$ cat src/rtl/adder_rr_scheduler.sv
// -----------------------------------------------------------------------------
// adder_rr_scheduler
//
// Shares one W-bit adder ({cout,sum} = a + b + cin) between NREQ requesters.
// A round-robin arbiter picks one requester per cycle. The result goes into a
// registered single-entry slot that has valid/ready backpressure. A requester
// can take a chain lock and issue a multi-word add. While the lock is held,
// the carry-out of each beat becomes the carry-in of the next beat.
//
// Ports
//   clk        in   1        rising-edge clock
//   rst_n      in   1        synchronous active-low reset
//   req_valid  in   NREQ     requester i presents an add operation
//   req_ready  out  NREQ     one-hot grant; op i accepted on valid[i]&ready[i]
//   req_a      in   NREQ*W   operand A, requester i at [i*W +: W]
//   req_b      in   NREQ*W   operand B, same packing
//   req_cin    in   NREQ     carry-in (ignored while chain-locked)
//   req_chain  in   NREQ     1 = more beats follow; hold lock, keep carry
//   rsp_valid  out  1        result slot occupied
//   rsp_ready  in   1        consumer takes result on rsp_valid&rsp_ready
//   rsp_id     out  IDW      requester index of the result
//   rsp_sum    out  W        sum bits
//   rsp_cout   out  1        carry-out (bit W of the W+1-bit add)
// -----------------------------------------------------------------------------
module adder_rr_scheduler #(
    parameter int NREQ = 4,
    parameter int W    = 8
) (
    input  logic                    clk,
    input  logic                    rst_n,
    input  logic [NREQ-1:0]         req_valid,
    output logic [NREQ-1:0]         req_ready,
    input  logic [NREQ*W-1:0]       req_a,
    input  logic [NREQ*W-1:0]       req_b,
    input  logic [NREQ-1:0]         req_cin,
    input  logic [NREQ-1:0]         req_chain,
    output logic                    rsp_valid,
    input  logic                    rsp_ready,
    output logic [$clog2(NREQ)-1:0] rsp_id,
    output logic [W-1:0]            rsp_sum,
    output logic                    rsp_cout
);

    localparam int IDW = $clog2(NREQ);

    typedef enum logic {
        IDLE   = 1'b0,
        LOCKED = 1'b1
    } state_t;

    state_t         state;
    logic [IDW-1:0] rr_ptr;
    logic [IDW-1:0] owner;
    logic           carry_q;

    logic           slot_free;
    logic           grant_found;
    logic [IDW-1:0] grant_idx;
    logic [IDW-1:0] scan_idx;
    logic           accept;
    logic [W-1:0]   a_sel;
    logic [W-1:0]   b_sel;
    logic           cin_eff;
    logic [W:0]     add_res;

    // The slot can take a new result when it is empty or when it drains this cycle.
    assign slot_free = !rsp_valid || rsp_ready;

    // Grant selection. The scan runs from the farthest candidate down to rr_ptr.
    // The last match written is the one nearest to rr_ptr, so that candidate wins.
    always_comb begin
        // NOTE: every signal written here gets a default first, so no path
        // leaves it unassigned and no latch is inferred.
        grant_found = 1'b0;
        grant_idx   = '0;
        scan_idx    = '0;
        if (state == LOCKED) begin
            grant_found = req_valid[owner];
            grant_idx   = owner;
        end else begin
            for (int k = NREQ - 1; k >= 0; k--) begin
                scan_idx = IDW'((int'(rr_ptr) + k) % NREQ);
                if (req_valid[scan_idx]) begin
                    grant_found = 1'b1;
                    grant_idx   = scan_idx;
                end
            end
        end
    end

    assign accept = grant_found && slot_free;

    always_comb begin
        req_ready = '0;
        if (accept) begin
            req_ready[grant_idx] = 1'b1;
        end
    end

    // Shared datapath. The add is W+1 bits wide, so the carry-out is kept.
    assign a_sel   = req_a[grant_idx*W +: W];
    assign b_sel   = req_b[grant_idx*W +: W];
    assign cin_eff = (state == LOCKED) ? carry_q : req_cin[grant_idx];
    assign add_res = {1'b0, a_sel} + {1'b0, b_sel} + {{W{1'b0}}, cin_eff};

    always_ff @(posedge clk) begin
        // NOTE: sequential state uses non-blocking assignments only, so every
        // register samples values from before the clock edge.
        if (!rst_n) begin
            state     <= IDLE;
            rr_ptr    <= '0;
            owner     <= '0;
            carry_q   <= 1'b0;
            rsp_valid <= 1'b0;
            rsp_id    <= '0;
            rsp_sum   <= '0;
            rsp_cout  <= 1'b0;
        end else if (accept) begin
            // A drain and an accept in the same cycle just reload the slot.
            rsp_valid <= 1'b1;
            rsp_id    <= grant_idx;
            rsp_sum   <= add_res[W-1:0];
            rsp_cout  <= add_res[W];
            if (req_chain[grant_idx]) begin
                state   <= LOCKED;
                owner   <= grant_idx;
                carry_q <= add_res[W];
            end else begin
                state  <= IDLE;
                rr_ptr <= (grant_idx == IDW'(NREQ - 1)) ? '0 : grant_idx + 1'b1;
            end
        end else if (rsp_ready) begin
            rsp_valid <= 1'b0;
        end
    end

endmodule
$ cat config.mk
export PLATFORM = sky130hd
export DESIGN_NAME = adder_rr_scheduler
export DESIGN_NICKNAME = d
export VERILOG_FILES = /design/src/rtl/adder_rr_scheduler.sv
export SDC_FILE = /design/constraint.sdc
export NUM_CORES = 1
export LEC_CHECK = 0
export BUFFER_PORTS_ARGS = -buffer_cell sky130_fd_sc_hd__buf_4
export CAP_MARGIN = 20
export CELL_PAD_IN_SITES_DETAIL_PLACEMENT = 0
export CELL_PAD_IN_SITES_GLOBAL_PLACEMENT = 1
export CORE_ASPECT_RATIO = 1.2
export CORE_MARGIN = 10
export CORE_UTILIZATION = 35
export DETAILED_ROUTE_END_ITERATION = 10
export PLACE_DENSITY_LB_ADDON = 0.08
export SLEW_MARGIN = 20
export SYNTH_ARGS = -nofsm -noshare
export SYNTH_HDL_FRONTEND = slang
export SYNTH_SLANG_ARGS = --single-unit
$ cat constraint.sdc
create_clock -name clk -period 8.8 [get_ports clk]
set_input_delay 1.32 -clock clk [delete_from_list [all_inputs] [get_ports clk]]
set_output_delay 1.32 -clock clk [all_outputs]
set_load 0.02 [all_outputs]
# Word level (Yosys, flattened, before mapping)
# Index checks and enable logic that the tools add are counted.
[op_classes]
n_bitwise = 1
multipliers = 0
addsub = 6
eq_ne = 1
n_mux = 32
shift = 2
n_reduce_logical = 7
n_div = 0
n_lt_le_gt_ge = 7
[ops]
columns = ["cell", "count"]
rows = [
  ["$shiftx A32 B6 Y8", 2],
  ["$lt A2 B3 Y1 const B", 6],
  ["$mux W1", 17],
  ["$bmux W1 S2", 7],
  ["$mux W2", 6],
  ["$add A8 B8 Y9", 1],
  ["$add A9 B1 Y9", 1],
  ["$add A2 B1 Y2 const B", 2],
  ["$add A2 B2 Y2 const B", 2],
  ["$mux W4", 1],
  ["$reduce_and A2 Y1", 2],
  ["$demux W1 S2", 1],
  ["$eq A2 B2 Y1 const B", 1],
  ["$ge A2 B1 Y1 const B", 1],
  ["$logic_and A1 B1 Y1", 2],
  ["$reduce_bool A2 Y1", 1],
  ["$logic_not A1 Y1", 1],
  ["$logic_or A1 B1 Y1", 1],
  ["$not A1 Y1", 1],
]
[word_totals]
ramBits = 0
n_memories = 0
elab_cells = 64
reg_bits = 18
inputBits = 79
latchBits = 0
romBits = 0

# Logic depth before layout (Yosys ltp)
# Gate-level depths: netlist of the first run.
[depth]
depth_word = 13
depth_mapped = 16
mapped_depth_nobuf = 14

# Least setup slack after synthesis of the first run
# OpenSTA, ideal clock, no wires.
[synth_timing]
kind = "input to register"
startpoint = "in req_valid[0]"
endpoint = "reg rsp_sum[6]"
cell_stages = 14
arrival_time_ps = 4213
slack_ps = 4529
n_path_buf = 1
path_cell_list = "nor2b_1 -> o21a_1 -> a211o_2 -> clkinv_1 -> clkbuf_1 -> a21oi_1 -> fa_1 -> fa_1 -> nor2b_1 -> o21a_1 -> o211ai_1 -> a31o_2 -> a21oi_1 -> o21a_1"
[synth_via]
elab_chain_cells = 11
elab_cells_between_ends = 28
classes_between = "add/sub (2); shift (2); mux (23); reduce/logical (1)"
[synth_lines]
columns = ["item", "line_no", "text"]
rows = [
  ["start: declaration", "31", "input logic [NREQ-1:0] req_valid,"],
  ["$bmux W1 S2", "83", "if (req_valid[scan_idx]) begin"],
  ["$mux W1 (implied by the code)", "83", ""],
  ["$mux W2 (3 in series)", "83", ""],
  ["$mux W2 *", "83", ""],
  ["$mux W2 *", "77", "if (state == LOCKED) begin"],
  ["via grant_idx[1]", "58", "logic [IDW-1:0] grant_idx;"],
  ["branches (longest 3 deep; another with $add A8 B8 Y9)", "-", ""],
  ["$add A9 B1 Y9 *", "104", "assign add_res = {1'b0, a_sel} + {1'b0, b_sel} + {{W{1'b0}}, cin_eff};"],
  ["end signal: assignment", "122", "rsp_sum <= add_res[W-1:0];"],
  ["end: declaration", "40", "output logic [W-1:0] rsp_sum,"],
]
# Mark *: on every way through the listed nets, which the timed path passes. The select of a mux whose other input is x is not followed.
# A chain may end at the register's enable or synchronous reset.

# Worst setup path in the final report of the first run
[layout_timing]
startpoint = "in req_valid[3]"
endpoint = "out req_ready[0]"
[layout_via]
elab_chain_cells = 12
elab_cells_between_ends = 27
classes_between = "order compare (2); mux (23); reduce/logical (2)"
[layout_lines]
columns = ["item", "line_no", "text"]
rows = [
  ["$bmux W1 S2", "83", ""],
  ["$mux W1 (implied by the code)", "83", ""],
  ["$mux W2 (4 in series)", "83", ""],
  ["$mux W2", "77", ""],
  ["$lt A2 B3 Y1 (implied by the code) / $ge A2 B1 Y1 (equally long branches)", "96", "req_ready[grant_idx] = 1'b1;"],
  ["$logic_and A1 B1 Y1 (implied by the code)", "96", ""],
  ["$mux W1 (implied by the code)", "96", ""],
  ["$demux W1 S2", "96", ""],
  ["$mux W4 *", "95", "if (accept) begin"],
  ["end: declaration", "32", "output logic [NREQ-1:0] req_ready,"],
]
# Mark *: on every way between the ends. The rest lies on a longest branch, timed or not. The select of a mux whose other input is x is not followed.

==> results of run 1 <==
-- cells by family (layout without fill, tap and decap cells) --
family          count (synthesis)  in the layout  synth area share (%)
fa+ha+maj                      13             13                  9.31
compound gates                 54             54                  21.2
simple gates                  110            110                  28.4
flops                          18             18                  18.9
xor+xnor                        3              3                  1.38
buf+inv                        18            103                  5.04
mux                            27             27                  15.7
-- Yosys cell counts (3+ instances only) --
library cell,n,area [um^2]
nand4_1,3,18.8
xnor2_1,3,26.3
nand2b_1,4,25.0
inv_1,4,15.0
and2_1,7,43.8
a31oi_1,13,81.3
mux2i_1,12,120
nor2_1,30,113
a21boi_0,5,37.5
buf_2,5,25.0
clkbuf_1,4,15.0
nor2b_1,7,43.8
a21oi_1,6,30.0
dfxtp_1,18,360
nand2_1,41,154
o21a_1,3,22.5
o21ai_0,6,30.0
ha_1,11,138
mux2_2,12,135
-- power breakdown --
group          switching [uW]  internal (uW)
sequential               24.1            112
clock                    26.7           30.4
combinational             374            332
-- stage by stage --
step                      cell area [um^2]  setup WS (ps)
final                                 2660           4020
after global routing                  2660           3810
after CTS                             2660           3970
after detailed placement              2620           3980
after global placement                2620           3990
after floorplan                       1910           4530
-- registers in the layout (all words and copies together) (netlist names) --
signal / flops
rsp_id: 2
rsp_cout: 1
rsp_sum: 8
carry_q: 1
rsp_valid: 1
rr_ptr: 2
state: 1
owner: 2
-- worst reg2reg max path: cells and delay by family (launching register included) --
kind / cells / cell delay, ps
flops: 1 / 550
buf+inv: 2 / 390
fa+ha+maj: 2 / 830
simple gates: 2 / 260
compound gates: 7 / 1340
mux: 2 / 330
-- worst max path at each step --
stage / start / endpoint / cells past startpoint
2_1_floorplan: req_valid[0] / rsp_sum[6] / 14
3_3_place_gp: req_valid[3] / req_ready[2] / 8
3_5_place_dp: req_valid[3] / req_ready[0] / 8
4_1_cts: req_valid[3] / req_ready[0] / 8
5_1_grt: req_valid[3] / req_ready[0] / 8
6_report: req_valid[3] / req_ready[0] / 8
-- per-layer routing --
layer	track usage, %	up-vias	wire (um)
met5	0	-	0
met4	2.58	0	68
met3	3.48	6	311
met2	27.6	51	3630
met1	12.8	927	2150
li1	-	1044	-
-- final cells by class --
class	count	area (um^2)	share of cell area, %
Multi-Input combinational cell	207	1450	54.5
Tap cell	62	77.6	2.91
Clock buffer	3	41.3	1.55
Sequential cell	18	360	13.5
Inverter	5	18.8	0.705
Timing Repair Buffer	95	713	26.8
==> flow_metrics.py, run 1 <==
metrics = {
    "outcome": {
        "status": "complete, no violations",
    },
    "final_layout": {
        "diodes": 0,
        "final_cell_mix": "95 x buf_4, 41 x nand2_1, 30 x nor2_1, 18 x dfxtp_1, 13 x a31oi_1",
        "drive_gt1_share_pct": 37.8,
        "area_growth_pct": 39.5,
        "mostFrequentLayoutCell": "buf_4",
        "layoutNonFillerInstCount": 390,
        "utilization_pct": 50.3,
        "nFillCells": 558,
        "final_nets": 422,
    },
    "die": {
        "core_area_mm2": 0.00530,
        "start_util_pct": 36.0,
        "die_h_um": 101,
        "num_rows": 29,
        "dieArea_mm2": 0.00882,
        "die-width_um": 87.4,
        "io_pins": 95,
    },
    "routing": {
        "avgViaCountPerCell": 5.20,
        "wl_per_cell_um": 15.8,
        "drc": 0,
        "wl_um": 6150,
        "ant_nets": 0,
        "drt_pass1_iterations": 4,
        "drt-initial-drc-count": 45,
        "num_vias": 2028,
    },
    "worst_setup_path": {
        "slowest_delay_ps": 590,
        "cp_cell_sequence": "buf_4, or2_4, o2111ai_1, nand3_4, inv_1, ha_1, and2_1, buf_4",
        "required_ps": 7480,
        "cp_data_arrival_time_ps": 3460,
        "path_class": "in -> out",
        "crit_path_end_kind": "primary output",
        "critPathMaxFanout": 38,
        "critPathBufInv": 3,
        "r2r_start": "state",
        "rr_worst_depth": 15,
        "cpMostUsedCell": "buf_4",
        "cp_slowest_cell": "inv_1",
        "reg2reg_to": "carry_q",
        "reg2reg_slack_ps": 5040,
        "path_delay_family": "buffers and inverters",
        "start_kind": "input pin",
    },
    "synthesis": {
        "async_reset_ff_share_pct": 0,
        "synth_flop_cell": "dfxtp_1",
        "syn_area_mm2": 0.00191,
        "syn_inst": 243,
        "ys_seq_elements": 18,
        "synth.avg_cell_area_um2": 7.86,
        "synth_edf_count": 0,
        "ys_warn_count": 0,
        "synth_fp_nets": 335,
        "ys_seq_area_share_pct": 18.9,
        "synth_cell_types": 56,
    },
    "timing": {
        "min_period_over_period_pct": 54.4,
        "hold_violations": 0,
        "fin_skew_ps": 8.17,
        "worstMarginPinSlew_ps": 534,
        "timing.fmax_mhz": 209,
        "slew_headroom_pct": 64.4,
        "timing.final.crit_period_ps": 4780,
        "rsz0062_at_grt": "no",
        "finalSetupViolations": 0,
        "slew_viol_final": 0,
        "hold_ws_ps": 465,
        "tns_ps": 0,
    },
    "placement": {
        "dp.cells": 387,
        "io_buffers": 94,
        "gp_congestion": 0.897,
        "dpl.hpwl_um": 5100,
    },
    "clock_tree": {
        "cts_buffers": 3,
        "cts-root-buf": "clkbuf_8",
        "cts_resized": 0,
        "clock-sinks": 18,
        "cts.path.max_buffers": 2,
        "cts_setup_buffers": 0,
        "ctsHoldBuffers": 0,
        "worst_skew_pair.late_latency_ps": 250,
        "cts_tree": "done",
        "htreeDepth": 1,
        "path_clk_slew_ps": 60,
    },
    "pwr": {
        "power_density_mw_per_mm2": 338,
        "total_power_uw": 899,
        "leakagePower_uw": 0.00125,
        "peakVddDrop_v": 0.000185,
    },
    "worst_hold_path": {
        "min_to": "rsp_sum[4]",
        "hp-class": "reg -> reg",
        "min-delay-start": "rsp_sum[4]",
        "whs_path_depth": 2,
    },
    "global_route": {
        "grt_max_degree": 39,
        "grt_usage_pct": 13.5,
        "grt_pass1_wl_um": 9860,
        "grt_overflow": 0,
        "antenna_found_initial": 0,
        "grt_pass1_vias": 2164,
    },
    "run": {
        "cap_violations": 0,
    },
}
(Power assumes the default switching activity.)
==> run 2, diff against run 1 <==
--- a/config.mk
+++ b/config.mk
@@ -5,13 +5,14 @@
 export SDC_FILE = /design/constraint.sdc
 export NUM_CORES = 1
 export LEC_CHECK = 0
+export ABC_AREA = 1
 export BUFFER_PORTS_ARGS = -buffer_cell sky130_fd_sc_hd__buf_4
 export CAP_MARGIN = 20
 export CELL_PAD_IN_SITES_DETAIL_PLACEMENT = 0
 export CELL_PAD_IN_SITES_GLOBAL_PLACEMENT = 1
 export CORE_ASPECT_RATIO = 1.2
 export CORE_MARGIN = 10
-export CORE_UTILIZATION = 35
+export CORE_UTILIZATION = 27
 export DETAILED_ROUTE_END_ITERATION = 10
 export PLACE_DENSITY_LB_ADDON = 0.08
 export SLEW_MARGIN = 20
==> constraint.sdc (replaced) <==
create_clock -name clk -period 3.85 [get_ports clk]
set_input_delay 0.5775 -clock clk [delete_from_list [all_inputs] [get_ports clk]]
set_output_delay 0.5775 -clock clk [all_outputs]
set_load 0.02 [all_outputs]
==> flow_metrics.py, run 2 <==
metrics = {
    "die": {
        "die_h_um": 112,
        "start_util_pct": 27.8,
        "io_pins": 95,
        "core_area_mm2": 0.00690,
        "dieArea_mm2": 0.0109,
        "num_rows": 33,
        "die-width_um": 96.9,
    },
    "final_layout": {
        "final_nets": 506,
        "diodes": 0,
        "top_register": "rsp_sum",
        "layoutNonFillerInstCount": 500,
        "area_growth_pct": 45.9,
        "design_area_mm2": 0.00280,
        "final_cell_mix": "105 x buf_4, 63 x nand2_1, 44 x nor2_1, 43 x o21ai_0, 35 x inv_1",
        "nFillCells": 748,
        "utilization_pct": 40.6,
        "drive_gt1_share_pct": 31.2,
        "largest_reg_flops": 8,
        "mostFrequentLayoutCell": "buf_4",
    },
    "placement": {
        "gp_congestion": 0.833,
        "dpl.hpwl_um": 5910,
        "dpl-instance-area_mm2": 0.00273,
        "dp.cells": 496,
        "io_buffers": 94,
    },
    "global_route": {
        "grt_overflow": 0,
        "antenna_found_initial": 0,
        "grt_pass1_wl_um": 11400,
        "grt_max_degree": 30,
        "grt_pass1_vias": 2495,
        "grt_usage_pct": 12.2,
    },
    "timing": {
        "fin_skew_ps": 2.91,
        "timing.final.crit_period_ps": 3490,
        "finalSetupViolations": 0,
        "slew_viol_final": 0,
        "worstMarginPinSlew_ps": 388,
        "rsz0062_at_grt": "yes",
        "slew_headroom_pct": 74.1,
        "hold_violations": 0,
        "timing.fmax_mhz": 286,
        "min_period_over_period_pct": 90.7,
    },
    "clock_tree": {
        "ctsHoldBuffers": 0,
        "cts.path.max_buffers": 2,
        "clock-sinks": 18,
        "cts_buffers": 3,
        "htreeDepth": 1,
        "worst_skew_pair.late_latency_ps": 250,
        "cts-root-buf": "clkbuf_8",
        "path_clk_slew_ps": 70,
        "cts_tree": "done",
    },
    "run": {
        "cap_violations": 0,
    },
    "worst_hold_path": {
        "min_to": "rsp_sum[3]",
        "hp-class": "reg -> reg",
        "whs_path_depth": 2,
        "min-delay-start": "rsp_sum[3]",
    },
    "synthesis": {
        "async_reset_ff_share_pct": 0,
        "synth_cell_types": 31,
        "synthTopCellsByArea": "dfxtp_1 19%, nand2_1 12%, o21ai_0 12%",
        "yosysMostFrequentCell": "nand2_1",
        "ys_warn_count": 0,
        "synth_fp_nets": 409,
        "yosys-top-cells-count": "63 x nand2_1, 45 x o21ai_0, 44 x nor2_1, 36 x inv_1, 22 x nand3_1",
        "syn_area_mm2": 0.00192,
        "synth.avg_cell_area_um2": 6.05,
        "synth_edf_count": 0,
        "yosysTopAreaCellShare_pct": 18.8,
        "syn_inst": 317,
        "ys_seq_area_share_pct": 18.8,
        "synth_flop_cell": "dfxtp_1",
        "ys_seq_elements": 18,
        "synth_area_leader_cell": "dfxtp_1",
    },
    "outcome": {
        "status": "complete, no violations",
    },
    "routing": {
        "wl_um": 6980,
        "wl_per_cell_um": 14.0,
        "num_vias": 2345,
        "drt-initial-drc-count": 74,
        "avgViaCountPerCell": 4.69,
        "ant_nets": 0,
        "drt_pass1_iterations": 4,
        "drc": 0,
    },
    "worst_setup_path": {
        "rr_worst_depth": 20,
        "crit_path_end_kind": "flop",
        "start_kind": "flop",
        "cp_data_arrival_time_ps": 3680,
        "r2r_start": "rr_ptr[0]",
        "critPathMaxFanout": 10,
        "reg2reg_slack_ps": 360,
        "reg2reg_to": "carry_q",
        "required_ps": 4040,
        "path_class": "reg -> reg",
    },
    "pwr": {
        "power_density_mw_per_mm2": 1130,
        "leakagePower_uw": 0.00148,
        "peakVddDrop_v": 0.000404,
        "total_power_uw": 3160,
    },
}
run 2: changes by cell type in the layout (fill, tap and decap cells not counted), moves of 14 or more:
cell / change
inv_1: +31
nand2_1: +22
nand3_1: +20
nor2_1: +14
o21ai_0: +37
run 2: power by group:
part / total (uW) / internal (uW) / switching, uW / leakage, uW
clock network: 150 / 90.7 / 59.0 / 0.0000288
registers: 319 / 271 / 47.8 / 0.000150
logic: 2690 / 1120 / 1570 / 0.00130
run 2: worst max path at each step:
stage / endpoint / start / depth (start not counted) / slack [ps]
after global placement: carry_q / req_valid[2] / 21 / 100
after detailed placement: carry_q / req_valid[2] / 21 / 60
after global routing: carry_q / rr_ptr[0] / 23 / -8
final: carry_q / rr_ptr[0] / 20 / 360
after floorplan: carry_q / req_valid[1] / 22 / 260
after CTS: carry_q / rr_ptr[0] / 20 / 190
run 2: area by class of cell:
cell class / count / area [um^2] / share of cell area [%]
repair buffers: 107 / 815 / 29.1
multi-input cells: 245 / 1310 / 46.9
flip-flops and latches: 18 / 360 / 12.9
well taps: 87 / 109 / 3.89
inverters: 39 / 146 / 5.23
clock buffers: 4 / 55.1 / 1.97
run 2: logic make-up after synthesis:
family / count (synthesis) / synth area share, %
buffers and inverters: 54 / 13.0
flip-flops: 18 / 18.8
AND/OR/NAND/NOR: 142 / 32.2
adder cells (fa/ha/maj): 13 / 9.26
XOR/XNOR: 5 / 2.28
AO/OA/AOI/OAI: 85 / 24.5
run 2: through the flow:
stage	setup slack [ps]	hold slack, ps	TNS (ps)
floorplan	261	454	0
global placement	96.1	462	0
detailed placement	57.5	465	0
CTS	194	476	0
global route	-8.36	511	-8.36
finish	358	468	0
run 2: worst max-delay path, stage by stage (launching register included):
cell	delay [ps]
dfxtp_1	340
buf_4	180
nand2_1	60
nand2_1	90
nand2_1	90
nand3_1	110
nand4_1	130
nand3_2	110
nand2_4	80
inv_2	150
o21ai_0	90
o22a_1	220
fa_1	460
fa_1	420
o21ai_1	190
a21oi_1	80
o21bai_1	160
a21oi_1	90
o21ai_1	160
o21ai_0	110
nor2_1	100
run 2: per-layer routing:
metal	routed length, um	GRT usage [%]	vias to the layer above	part of all wire [%]
li1	-	-	1236	-
met1	2720	12.9	1052	39
met2	3810	24.0	53	55
met3	401	3.13	4	5.7
met4	41	1.28	0	0.59
met5	0	0	-	0
run 2: repair_timing:
| action | 4_1_cts | 5_1_grt |
|---|---|---|
| buffers inserted | 0 | 0 |
| endpoints found under the hold margin | 0 | 0 |
| endpoints found under the setup margin | 0 | 4 |
| gates resized for setup | 0 | 7 |
